### src/rtl/rsa_pkg.sv
// Shared RSA definitions: default operand width, FSM state encodings and the
// fixed start-to-finish latency of the square-and-always-multiply schedule.
package rsa_pkg;

    localparam int DEFAULT_WIDTH = 16;

    typedef enum logic [2:0] {
        IDLE = 3'd0,
        PRE  = 3'd1,
        SQR  = 3'd2,
        MUL  = 3'd3,
        DONE = 3'd4
    } state_t;

    typedef enum logic {
        MM_IDLE = 1'b0,
        MM_RUN  = 1'b1
    } mm_state_t;

    // One reduction op plus a square and a multiply per exponent bit, each
    // WIDTH+1 cycles, then one DONE cycle.
    function automatic int calc_lat(input int w);
        return (2 * w + 1) * (w + 1) + 1;
    endfunction

    localparam int LAT = calc_lat(DEFAULT_WIDTH);

endpackage

### src/rtl/rsa_encrypt_if.sv
// Request/result bundle between a requester (master) and the RSA engine (slave),
// plus read-only views of both FSM states.
interface rsa_encrypt_if #(
    parameter int WIDTH = rsa_pkg::DEFAULT_WIDTH
);
    import rsa_pkg::*;

    // start is a one-cycle request sampled only while the engine is IDLE; m/e/n
    // are captured on that edge. finish is a one-cycle pulse marking c_encrypted
    // valid, and c_encrypted then holds until the next finish. busy covers the
    // cycle after acceptance through the finish cycle.
    logic             start;
    logic [WIDTH-1:0] m;
    logic [WIDTH-1:0] e;
    logic [WIDTH-1:0] n;
    logic [WIDTH-1:0] c_encrypted;
    logic             finish;
    logic             busy;
    state_t           dbg_state;
    mm_state_t        dbg_mm_state;

    modport master (
        output start, m, e, n,
        input  c_encrypted, finish, busy, dbg_state, dbg_mm_state
    );

    modport slave (
        input  start, m, e, n,
        output c_encrypted, finish, busy, dbg_state, dbg_mm_state
    );

endinterface

### src/rtl/rsa_modmul.sv
// Bit-serial interleaved (Blakley) modular multiplier: r = a*b mod n, b < n.
// One load cycle, then WIDTH iterate cycles consuming a MSB first.
module rsa_modmul
    import rsa_pkg::*;
#(
    parameter int WIDTH = DEFAULT_WIDTH
) (
    input  logic             clk,
    input  logic             rst,
    input  logic             op_start,
    input  logic [WIDTH-1:0] a,
    input  logic [WIDTH-1:0] b,
    input  logic [WIDTH-1:0] n,
    output logic             op_done,
    output logic [WIDTH-1:0] r,
    output mm_state_t        dbg_state
);

    localparam int RW = WIDTH + 2;
    localparam int IW = $clog2(WIDTH);

    mm_state_t        r_state;
    mm_state_t        w_next;
    logic [WIDTH-1:0] r_a;
    logic [WIDTH-1:0] r_b;
    logic [WIDTH-1:0] r_n;
    logic [RW-1:0]    r_acc;
    logic [IW-1:0]    r_cnt;

    logic [RW-1:0]    w_n_ext;
    logic             w_sub_en;
    logic [RW-1:0]    w_add;
    logic [RW-1:0]    w_s1;
    logic [RW-1:0]    w_s2;

    // 2r + a_i*b stays below 3n, so two conditional subtracts fully reduce it.
    // With n == 0 the subtracts are off and the value just wraps harmlessly.
    always_comb begin
        w_n_ext  = {2'b00, r_n};
        w_sub_en = (r_n != '0);
        w_add    = (r_acc << 1) + (r_a[WIDTH-1] ? {2'b00, r_b} : {RW{1'b0}});
        w_s1     = (w_sub_en && (w_add >= w_n_ext)) ? (w_add - w_n_ext) : w_add;
        w_s2     = (w_sub_en && (w_s1 >= w_n_ext)) ? (w_s1 - w_n_ext) : w_s1;
    end

    always_comb begin
        w_next  = r_state;
        op_done = 1'b0;
        case (r_state)
            MM_IDLE: if (op_start) w_next = MM_RUN;
            MM_RUN: begin
                if (r_cnt == '0) begin
                    op_done = 1'b1;
                    w_next  = MM_IDLE;
                end
            end
            default: w_next = MM_IDLE;
        endcase
    end

    always_ff @(posedge clk or posedge rst) begin
        if (rst) begin
            r_state <= MM_IDLE;
            r_a     <= '0;
            r_b     <= '0;
            r_n     <= '0;
            r_acc   <= '0;
            r_cnt   <= '0;
        end else begin
            r_state <= w_next;
            if (r_state == MM_IDLE && op_start) begin
                r_a   <= a;
                r_b   <= b;
                r_n   <= n;
                r_acc <= '0;
                r_cnt <= IW'(WIDTH - 1);
            end else if (r_state == MM_RUN) begin
                r_a   <= r_a << 1;
                r_acc <= w_s2;
                r_cnt <= r_cnt - 1'b1;
            end
        end
    end

    assign r         = w_s2[WIDTH-1:0];
    assign dbg_state = r_state;

endmodule

### src/rtl/rsa_encrypt.sv
// RSA public-key operation c = m^e mod n with a fixed square-and-always-multiply
// schedule, so latency is independent of m, e and n.
module rsa_encrypt
    import rsa_pkg::*;
#(
    parameter int WIDTH = DEFAULT_WIDTH
) (
    input logic          clk,
    input logic          rst,
    rsa_encrypt_if.slave bus
);

    localparam int IW = $clog2(WIDTH);

    state_t           r_state;
    state_t           w_next;
    logic [WIDTH-1:0] r_m;
    logic [WIDTH-1:0] r_e;
    logic [WIDTH-1:0] r_n;
    logic [WIDTH-1:0] r_base;
    logic [WIDTH-1:0] r_acc;
    logic [WIDTH-1:0] r_c;
    logic [IW-1:0]    r_bit;
    logic             r_finish;
    logic             r_busy;
    logic             r_op_run;

    logic             w_op_start;
    logic [WIDTH-1:0] w_a;
    logic [WIDTH-1:0] w_b;
    logic             w_op_done;
    logic [WIDTH-1:0] w_r;

    rsa_modmul #(.WIDTH(WIDTH)) u_modmul (
        .clk       (clk),
        .rst       (rst),
        .op_start  (w_op_start),
        .a         (w_a),
        .b         (w_b),
        .n         (r_n),
        .op_done   (w_op_done),
        .r         (w_r),
        .dbg_state (bus.dbg_mm_state)
    );

    // Each compute state issues exactly one modmul; op_start fires on its first cycle.
    always_comb begin
        w_next     = r_state;
        w_op_start = 1'b0;
        w_a        = '0;
        w_b        = '0;
        case (r_state)
            IDLE: if (bus.start) w_next = PRE;
            PRE: begin
                w_op_start = !r_op_run;
                w_a        = r_m;
                w_b        = WIDTH'(1);
                if (w_op_done) w_next = SQR;
            end
            SQR: begin
                w_op_start = !r_op_run;
                w_a        = r_acc;
                w_b        = r_acc;
                if (w_op_done) w_next = MUL;
            end
            MUL: begin
                w_op_start = !r_op_run;
                w_a        = r_acc;
                w_b        = r_base;
                if (w_op_done) w_next = (r_bit == '0) ? DONE : SQR;
            end
            DONE:    w_next = IDLE;
            default: w_next = IDLE;
        endcase
    end

    always_ff @(posedge clk or posedge rst) begin
        if (rst) begin
            r_state  <= IDLE;
            r_m      <= '0;
            r_e      <= '0;
            r_n      <= '0;
            r_base   <= '0;
            r_acc    <= '0;
            r_c      <= '0;
            r_bit    <= '0;
            r_finish <= 1'b0;
            r_busy   <= 1'b0;
            r_op_run <= 1'b0;
        end else begin
            r_state  <= w_next;
            r_finish <= 1'b0;
            if (w_op_start)     r_op_run <= 1'b1;
            else if (w_op_done) r_op_run <= 1'b0;
            case (r_state)
                IDLE: begin
                    if (bus.start) begin
                        r_m    <= bus.m;
                        r_e    <= bus.e;
                        r_n    <= bus.n;
                        r_bit  <= IW'(WIDTH - 1);
                        r_busy <= 1'b1;
                    end else if (r_finish) begin
                        r_busy <= 1'b0;
                    end
                end
                PRE: begin
                    if (w_op_done) begin
                        r_base <= w_r;
                        r_acc  <= (r_n == WIDTH'(1)) ? '0 : WIDTH'(1);
                    end
                end
                SQR: if (w_op_done) r_acc <= w_r;
                MUL: begin
                    // The product is always computed; the exponent bit only selects it.
                    if (w_op_done) begin
                        r_acc <= r_e[r_bit] ? w_r : r_acc;
                        r_bit <= r_bit - 1'b1;
                    end
                end
                DONE: begin
                    r_c      <= (r_n == '0) ? '0 : r_acc;
                    r_finish <= 1'b1;
                end
                default: ;
            endcase
        end
    end

    assign bus.c_encrypted = r_c;
    assign bus.finish      = r_finish;
    assign bus.busy        = r_busy;
    assign bus.dbg_state   = r_state;

endmodule

### src/flat_wrapper.sv
// flat-port wrapper written by rule: the top's interface ports become plain ports
module rsa_encrypt_flat import rsa_pkg::*;
#(
    parameter int WIDTH = DEFAULT_WIDTH
)
  (clk, rst, bus_start, bus_m, bus_e, bus_n, bus_c_encrypted, bus_finish, bus_busy, bus_dbg_state, bus_dbg_mm_state);
  rsa_encrypt_if #(.WIDTH(WIDTH)) bus_i ();
  input logic clk;
  input logic rst;
  input wire logic [$bits(bus_i.start)-1:0] bus_start;
  input wire logic [$bits(bus_i.m)-1:0] bus_m;
  input wire logic [$bits(bus_i.e)-1:0] bus_e;
  input wire logic [$bits(bus_i.n)-1:0] bus_n;
  output wire logic [$bits(bus_i.c_encrypted)-1:0] bus_c_encrypted;
  output wire logic [$bits(bus_i.finish)-1:0] bus_finish;
  output wire logic [$bits(bus_i.busy)-1:0] bus_busy;
  output wire logic [$bits(bus_i.dbg_state)-1:0] bus_dbg_state;
  output wire logic [$bits(bus_i.dbg_mm_state)-1:0] bus_dbg_mm_state;
  assign bus_i.start = bus_start;
  assign bus_i.m = bus_m;
  assign bus_i.e = bus_e;
  assign bus_i.n = bus_n;
  assign bus_c_encrypted = bus_i.c_encrypted;
  assign bus_finish = bus_i.finish;
  assign bus_busy = bus_i.busy;
  assign bus_dbg_state = bus_i.dbg_state;
  assign bus_dbg_mm_state = bus_i.dbg_mm_state;
  rsa_encrypt #(.WIDTH(WIDTH)) u_core (.clk(clk), .rst(rst), .bus(bus_i));
endmodule
### config.mk
export PLATFORM = sky130hd
export DESIGN_NAME = rsa_encrypt_flat
export DESIGN_NICKNAME = d
export VERILOG_FILES = /design/src/rtl/rsa_pkg.sv /design/src/rtl/rsa_encrypt_if.sv /design/src/rtl/rsa_modmul.sv /design/src/rtl/rsa_encrypt.sv /design/src/flat_wrapper.sv
export SDC_FILE = /design/constraint.sdc
export NUM_CORES = 1
export LEC_CHECK = 0
export ABC_AREA = 1
export CAP_MARGIN = 20
export CORE_ASPECT_RATIO = 1.4
export CORE_MARGIN = 10
export CORE_UTILIZATION = 50
export CTS_CLUSTER_DIAMETER = 50
export CTS_CLUSTER_SIZE = 28
export DETAILED_ROUTE_END_ITERATION = 8
export GPL_TIMING_DRIVEN = 0
export PLACE_DENSITY_LB_ADDON = 0.12
export SLEW_MARGIN = 25
export SYNTH_ARGS = -nofsm -noshare
export SYNTH_HDL_FRONTEND = slang
export SYNTH_SLANG_ARGS = --single-unit
### constraint.sdc
create_clock -name clk -period 9.5 [get_ports clk]
set_input_delay 2.85 -clock clk [delete_from_list [all_inputs] [get_ports clk]]
set_output_delay 2.85 -clock clk [all_outputs]
set_load 0.05 [all_outputs]
# == Word-level counts from Yosys, hierarchy flattened ==
# Index checks and enable logic that the tools add are counted.
# W data, S select, Z words.
# totals
regBits,176
output_inout_bits,22
elab_cells,98
# classes
add_sub_neg,5
order_cmp,3
eq_ne,10
muxes,40
bitwise,1
reduce_logical,22
# op_table
op,n
$mux W16,8
$pmux W16 S3,2
$mux W17,3
$ge A18 B16 Y1,2
$pmux W16 S2,1
$add A18 B16 Y18,1
$mux W18,1
$sub A18 B16 Y18,1
$sub A17 B16 Y17,1
$eq A16 B1 Y1 const B,1
$logic_not A16 Y1,1
$mux W4,4
$reduce_bool A16 Y1,1
$mux W3,5
$mux W1,12
$pmux W3 S4,1
$logic_not A4 Y1,2
$ne A2 B2 Y1 const B,4
$pmux W4 S2,1
$reduce_bool A2 Y1,4
$sub A4 B1 Y4 const B,2
$eq A3 B2 Y1 const B,2
$reduce_and A2 Y1,3
$lt A4 B5 Y1 const B,1
other kinds (15),17

# == Longest topological paths before layout ==
# Gate-level depths: netlist of the first run.
# depth
ltp_word,11
depth_mapped,49
mapped_depth_nobuf,45

# == Modules after synthesis ==
# From an unflattened synthesis of the first run, not the netlist that was laid out.
# unflattened
cells_unflattened,1460
hier_area_um2,10895.4
# by_module_without_submodules
module,n_inst,cells_per_inst,area_per_inst_um2
rsa_modmul,1,843,5960.7
rsa_encrypt,1,617,4934.7

# == Worst setup path before layout of the first run ==
# OpenSTA, ideal clock, no wires.
# synth_path
path_kind,register -> register
from,register u_core.u_modmul.r_a[15]
to,register u_core.r_base[2]
setup_time_ps,132
arrival_ps,5835
t_required_ps,9368
setup_slack_ps,3533
path_stages_with_launch,46
path_buffers,4
cell_sequence,dfrtp_1 > clkbuf_1 > clkbuf_1 > nand2_1 > inv_1 > ha_1 > inv_1 > fa_1 > nand3b_1 > nand2_1 > nand2_1 > nand2_1 > inv_1 > o21bai_1 > nand3_1 > nand2_1 > xor2_1 > inv_1 > [10 not listed] > buf_2 > nand2_1 > o21ai_0 > ha_1 > fa_1 > o21ai_1 > nand2_1 > nand3_1 > a21oi_1 > o21ai_1 > nand2_1 > nand3_1 > a21oi_1 > nand2_2 > buf_2 > nand3_1 > nand3_1 > o21ai_0
# synth_via
elab_chain_cells,8
# synth_lines
element,line_no,rtl
"start, declared",rsa_modmul.sv:24,logic [WIDTH-1:0] r_a;
"start signal, assigned",rsa_modmul.sv:78,r_a <= r_a << 1;
$mux W16 (*),rsa_modmul.sv:41,"w_add = (r_acc << 1) + (r_a[WIDTH-1] ? {2'b00, r_b} : {RW{1'b0}});"
$add A18 B16 Y18 (*),rsa_modmul.sv:41,
$ge A18 B16 Y1,rsa_modmul.sv:42,w_s1 = (w_sub_en && (w_add >= w_n_ext)) ? (w_add - w_n_ext) : w_add;
$logic_and A1 B1 Y1,rsa_modmul.sv:42,
$mux W18 (*),rsa_modmul.sv:42,
$ge A18 B16 Y1,rsa_modmul.sv:43,w_s2 = (w_sub_en && (w_s1 >= w_n_ext)) ? (w_s1 - w_n_ext) : w_s1;
$logic_and A1 B1 Y1,rsa_modmul.sv:43,
$mux W17 (*),rsa_modmul.sv:43,
"end signal, assigned",rsa_encrypt.sv:109,r_base <= w_r;
"end, declared",rsa_encrypt.sv:20,logic [WIDTH-1:0] r_base;
# Mark *: on every way between the ends. The rest lies on a longest branch, timed or not.
# A chain may end at the register's enable or synchronous reset.

# == Final worst setup path of the first run ==
# layout_path
from,register u_core.u_modmul.r_a[15]
to,register u_core.r_acc[11]
# layout_via
elab_chain_cells,11
# layout_lines
element,line_no,rtl
$mux W16 (*),rsa_modmul.sv:41,
$add A18 B16 Y18 (*),rsa_modmul.sv:41,
$ge A18 B16 Y1,rsa_modmul.sv:42,
$logic_and A1 B1 Y1,rsa_modmul.sv:42,
$mux W18 (*),rsa_modmul.sv:42,
$ge A18 B16 Y1,rsa_modmul.sv:43,
$logic_and A1 B1 Y1,rsa_modmul.sv:43,
$mux W17 (*),rsa_modmul.sv:43,
$mux W16,rsa_encrypt.sv:117,r_acc <= r_e[r_bit] ? w_r : r_acc;
$mux W16,rsa_encrypt.sv:116,if (w_op_done) begin
$pmux W16 S3 (*),rsa_encrypt.sv:95,case (r_state)
"end signal, assigned",rsa_encrypt.sv:110,r_acc <= (r_n == WIDTH'(1)) ? '0 : WIDTH'(1);
"end signal, assigned",rsa_encrypt.sv:113,SQR: if (w_op_done) r_acc <= w_r;
"end signal, assigned",rsa_encrypt.sv:117,
"end, declared",rsa_encrypt.sv:21,logic [WIDTH-1:0] r_acc;
# Mark *: on every way between the ends. The rest lies on a longest branch, timed or not. The select of a mux whose other input is x is not followed.

==> flow_summary.toml, run 1 <==
[timing]
worstMarginPinSlew_ps = 957
rsz0062_at_grt = "false"
tns_ps = 0
finalCritPeriodShare_pct = 80.7
slew_violations = 0
setup_viol = 0
hold_viol = 0
fin_skew_ps = 9.52
relSlewSlack_pct = 36.0
clock.fmax_mhz = 130
fin_crit_ps = 7670
holdWs_ps = 470

[grt]
antenna_found_initial = 0
grt_usage_pct = 21.9
grt_overflow_total = 0
grt_max_degree = 98
grt_pass1_wl_mm = 46.9
grt_pass1_vias = 8943

[synth]
ys_ff_latch = 176
synth_ff_type = "dfrtp_1"
synthTopCellsByArea = "dfrtp_1 43%, nand2_1 13%, ha_1 6.1%"
synth_nets = 1373
synthesis.area_mm2 = 0.0102
synth.distinct_cells = 45
synth_warnings = 0
yosys.area.top_type = "dfrtp_1"
async_reset_ff_share_pct = 100
syn_inst = 1269
syn_avg_cell_area_um2 = 8.06
seq_area_frac_synth_pct = 43.1
synth_common_cells = "358 x nand2_1, 176 x dfrtp_1, 163 x inv_1, 92 x o21ai_0, 71 x nand3_1"
synth_edf_count = 0
yosysTopAreaCellShare_pct = 43.1
synth_most_common_cell = "nand2_1"

[status]
outcome = "finished, final reports clean"

[route]
wirelength_mm = 28.6
drtIter0Drc = 571
viasPerCell = 5.38
drc = 0
avgRoutedWirePerCell_um = 17.6
vias = 8740
drtPass1Iterations = 7
ant_nets = 0

[placed_design]
hpwl_mm = 22.4
place_congestion = 0.906
port_buffers = 72

[clock_tree]
cts_root_buffer = "clkbuf_16"
numCtsBuffers = 17
clk_pin_slew_ps = 70
insertion_delay_ps = 440
cts_sinks = 176
cts_resized = 0
clock_path_buffers = 2
cts_tree = "done"
htree_levels = 4
holdBufCountCts = 0
post_cts_buffers = 0

[die]
std_cell_rows = 61
dieArea_mm2 = 0.0267
start_util_pct = 51.2
top_level_ports = 73
die_x_um = 141
coreArea_mm2 = 0.0200
fp.dieH_um = 189

[critical_path]
critPathSlowestCell = "clkbuf_1"
rrSetupSlack_ps = 1830
slowest_delay_ps = 470
criticalPathCategory = "flip-flop to flip-flop"
critPathArrivalTime_ps = 7980
worstSetupEndpointType = "flip-flop"
crit_fanout = 10
startpoint_type = "flip-flop"
reg2reg_from = "u_core.u_modmul.r_a[15]"
crit_required_ps = 9810
crit_path_frequent_cell = "nand2_1"
r2r_cells = 44
worstReg2RegEnd = "u_core.r_acc[11]"

[finish]
num-nets-final = 1465
fin_util_pct = 59.3
area_growth_pct = 15.9
num_antenna_cells = 0
drive_gt1_share_pct = 7.28
nFillCells = 1855

[flow_run]
drv_cap = 0

[min_path]
min_delay_worst_endpoint = "u_core.u_modmul.r_b[0]"
hp-start = "u_core.u_modmul.r_b[0]"
hp-class = "flip-flop to flip-flop"
hold_path_depth = 2

[power]
power_density_mw_per_mm2 = 124
leakage_nw = 6.19
ir_worst_vdd_v = 0.000150
==> placed cells by master (no fill, tap or decap), types with 9 or more instances in the layout <==
master and count:
nand2_1 358, xnor2_1 18, o21ai_0 92, a22oi_1 9
clkbuf_16 17, nor2_1 46, mux2_2 40, o221ai_1 19
ha_1 50, nand3_1 71, clkdlybuf4s50_1 72, o22ai_1 14
clkbuf_1 32, xor2_1 23, inv_1 162, a21oi_1 49
dfrtp_1 176, nor3_1 11
==> registers in the layout, summed over array words and instances, names as in the netlist <==
name                       cells
u_core.bus.c_encrypted        16
u_core.bus.busy                1
u_core.r_e                    16
u_core.r_base                 16
u_core.u_modmul.r_cnt          4
u_core.r_m                    16
u_core.u_modmul.r_b           16
u_core.r_acc                  16
u_core.r_bit                   4
u_core.u_modmul.r_acc         17
u_core.r_op_run                1
u_core.u_modmul.r_a           16
u_core.bus.finish              1
u_core.bus.dbg_state           3
u_core.u_modmul.r_n           16
u_core.r_n                    16
u_core.u_modmul.dbg_state      1
==> layer usage <==
layer / GRT usage [%] / wire length, um / up-vias
met2: 38.7 / 14800 / 184
met1: 25.7 / 11800 / 4154
met5: 0 / 0 / -
li1: - / - / 4350
met3: 3.91 / 1110 / 52
met4: 8.52 / 875 / 0
==> power breakdown <==
group	switching [W]	internal (W)	leakage, nW
clock network	0.000310	0.000369	0.264
registers	0	0.000749	2.37
logic	0.0000174	0.0000192	3.56
==> stage by stage <==
step,total power [W],area [um^2],std cells,setup WS [ps]
global route,0.00151,11900,1626,1140
finish,0.00146,11900,1626,1830
detailed placement,0.000801,11300,1594,1940
global placement,0.000800,11300,1593,-525
floorplan,0.000775,10200,1269,1880
CTS,0.00147,11900,1626,1890
==> area by class of cell <==
cell class,count,area (um^2),share of cell area (%)
plain buffers,43,183,1.54
clock buffers,20,447,3.77
clock inverters,12,113,0.949
inverters,170,646,5.44
multi-input cells,880,5000,42.2
flip-flops and latches,176,4400,37.1
well taps,252,315,2.66
repair buffers,73,748,6.31
==> cell families after synthesis <==
family                     synth area share [%]
xor gates and xnor gates                   3.51
AOI/OAI and AO/OA                          13.6
adders and majority gates                  6.70
muxes                                      4.40
and+or+nand+nor                            20.7
DFF                                        43.1
buffers and inverters                      8.02
==> how the worst max path moves through the flow <==
stage | startpoint | depth (start not counted) | endpoint | slack, ps
4_1_cts | u_core.u_modmul.r_a[15] | 45 | u_core.r_acc[11] | 1890
5_1_grt | u_core.u_modmul.r_a[15] | 44 | u_core.r_acc[11] | 1140
3_5_place_dp | u_core.u_modmul.r_a[15] | 45 | u_core.r_acc[11] | 1940
3_3_place_gp | rst | 2 | u_core.r_base[14] | -520
6_report | u_core.u_modmul.r_a[15] | 44 | u_core.r_acc[11] | 1830
2_1_floorplan | rst | 1 | u_core.bus.busy | 1880
==> critical path: cells and delay by family (launching register included) <==
kind,cells,cell delay (ps)
XOR/XNOR,1,140
AO/OA/AOI/OAI,7,1180
adder cells (fa/ha/maj),4,1280
AND/OR/NAND/NOR,22,2690
buffers and inverters,10,1910
flip-flops,1,320
Power figures use the tool's default switching activity.
==> run 2, diff against run 1 <==
clock period = 6.6 ns   (was 9.5 ns; I/O delays follow)
==> run 2 against run 1 <==
  * Core utilization rose by 2.6 points
  * Critical endpoint is now u_core.r_acc[7]
  * Clock skew rose by 2.5 ps
  * First-iteration DRC count fell by 12%
  * Critical path depth rose by 1
  * Die area did not move
==> flow_summary.toml, run 2 (synthesized netlist as in run 1, its figures left out) <==
[grt]
grt_max_degree = 32
antenna_found_initial = 0
grt_usage_pct = 22.1
grt_pass1_vias = 9019
grt_pass1_wl_mm = 47.2
grt_overflow_total = 0

[timing]
clock.fmax_mhz = 161
setup_viol = 0
hold_viol = 0
relSlewSlack_pct = 34.4
worstMarginPinSlew_ps = 980
fin_ws_ps = 386
finalCritPeriodShare_pct = 94.1
fin_crit_ps = 6210
fin_skew_ps = 12.0
slew_violations = 0

[clock_tree]
insertion_delay_ps = 450
cts_root_buffer = "clkbuf_16"
holdBufCountCts = 0
clk_pin_slew_ps = 70
cts_sinks = 176
cts_tree = "done"
numCtsBuffers = 17
clock_path_buffers = 2
htree_levels = 4

[critical_path]
worstSetupEndpointType = "flip-flop"
reg2reg_from = "u_core.u_modmul.r_a[15]"
crit_required_ps = 6980
criticalPathCategory = "flip-flop to flip-flop"
setup.worst_path.start = "u_core.u_modmul.r_a[15]"
crit_path_frequent_cell = "nand2_1"
critPathSlowestCell = "dfrtp_2"
crit_fanout = 10
startpoint_type = "flip-flop"
slowest_delay_ps = 380
r2r_cells = 45
rrSetupSlack_ps = 390
worstReg2RegEnd = "u_core.r_acc[7]"
critPathArrivalTime_ps = 6600

[route]
ant_nets = 0
avgRoutedWirePerCell_um = 17.9
wirelength_mm = 29.4
drtIter0Drc = 501
drc = 0
viasPerCell = 5.40
vias = 8893
drtPass1Iterations = 4

[flow_run]
drv_cap = 0

[min_path]
min_delay_worst_endpoint = "u_core.u_modmul.r_b[5]"
hp-class = "flip-flop to flip-flop"
hold_path_depth = 2
hp-start = "u_core.u_modmul.r_b[5]"

[finish]
layout_commonest_cell = "nand2_1"
drive_gt1_share_pct = 11.0
largest_register_ffs = 17
regMostFlops = "u_core.u_modmul.r_acc"
fin_util_pct = 61.9
num-nets-final = 1485
area_growth_pct = 21.0
num_antenna_cells = 0
final_cell_mix = "354 x nand2_1, 175 x dfrtp_1, 161 x inv_1, 83 x o21ai_0, 72 x clkdlybuf4s50_1"

[die]
fp.dieH_um = 189
std_cell_rows = 61
dieArea_mm2 = 0.0267
die_x_um = 141
start_util_pct = 51.2
coreArea_mm2 = 0.0200
top_level_ports = 73

[power]
ir_worst_vdd_v = 0.000196
switching_power_w = 0.000467
power.internal_w = 0.00170
pwr-share-seq_pct = 49.7
swShare_pct = 21.5
leakage_nw = 6.42
power_frac_clock_pct = 47.4
p_comb_share_pct = 2.8
power_density_mw_per_mm2 = 175

[placed_design]
pre_cts_slack_ps = -1080
port_buffers = 72
place_congestion = 0.899
hpwl_mm = 22.9

[status]
outcome = "finished, final reports clean"
## run 2: changes by cell type in the layout (fill, tap and decap cells not counted), moves of 6 or more
| cell | previous run | this run |
|---|---|---|
| o21ai_0 | 92 | 83 |
| buf_4 | 0 | 14 |
| o21ai_1 | 8 | 14 |
| a21oi_1 | 49 | 43 |
## run 2: cell type report
type	count	area (um^2)
Clock buffer	20	467
Clock inverter	12	130
Inverter	170	642
Timing Repair Buffer	94	1010
Tap cell	252	315
Buffer	42	225
Multi-Input combinational cell	880	5180
Sequential cell	176	4410
Fill cell	1794	7620
## run 2: power groups by stage
stage                     Combinational (W)  Sequential, W  Clock (W)
after floorplan                   0.0000161        0.00110          0
after global placement            0.0000522        0.00110          0
after detailed placement          0.0000628        0.00110          0
after CTS                         0.0000629        0.00108    0.00104
after global routing              0.0000670        0.00108    0.00108
final                             0.0000609        0.00108    0.00103
## run 2: what timing repair did
action / in CTS / in global routing
cloned: 0 / 2
setup endpoints to repair: 49 / 49
buffers inserted: 3 / 11
pin swaps: 3 / 10
gates resized for setup: 21 / 42
## run 2: how the worst max path moves through the flow
stage,cells past startpoint,slack [ps],endpoint
after global placement,46,-1010,u_core.r_base[7]
after CTS,46,7,u_core.u_modmul.r_acc[8]
final,45,390,u_core.r_acc[7]
after detailed placement,46,-1080,u_core.r_acc[7]
after global routing,45,-30,u_core.r_base[7]
after floorplan,45,630,u_core.r_base[2]
## run 2: critical path: cells and delay by family (launching register included)
kind / cells / cell delay [ps]
simple gates: 23 / 2300
fa+ha+maj: 5 / 1360
compound gates: 8 / 1080
buf+inv: 8 / 870
flops: 1 / 380
xor+xnor: 1 / 170
## run 2: stage by stage
stage / cells / instance area, um^2 / TNS [ps] / hold slack [ps] / power (W)
after detailed placement: 1599 / 11400 / -48710 / 459 / 0.00116
after CTS: 1633 / 12100 / 0 / 477 / 0.00218
after floorplan: 1269 / 10200 / 0 / 442 / 0.00112
after global routing: 1646 / 12400 / -189 / 493 / 0.00222
final: 1646 / 12400 / 0 / 472 / 0.00217
after global placement: 1593 / 11300 / -45650 / 456 / 0.00115
## run 2: per-layer routing
| layer | track usage [%] | routed length (um) | vias up |
|---|---|---|---|
| li1 | - | - | 4380 |
| met3 | 3.78 | 1210 | 57 |
| met4 | 10.3 | 1170 | 0 |
| met1 | 25.2 | 12000 | 4249 |
| met2 | 39.1 | 15100 | 207 |
| met5 | 0 | 0 | - |
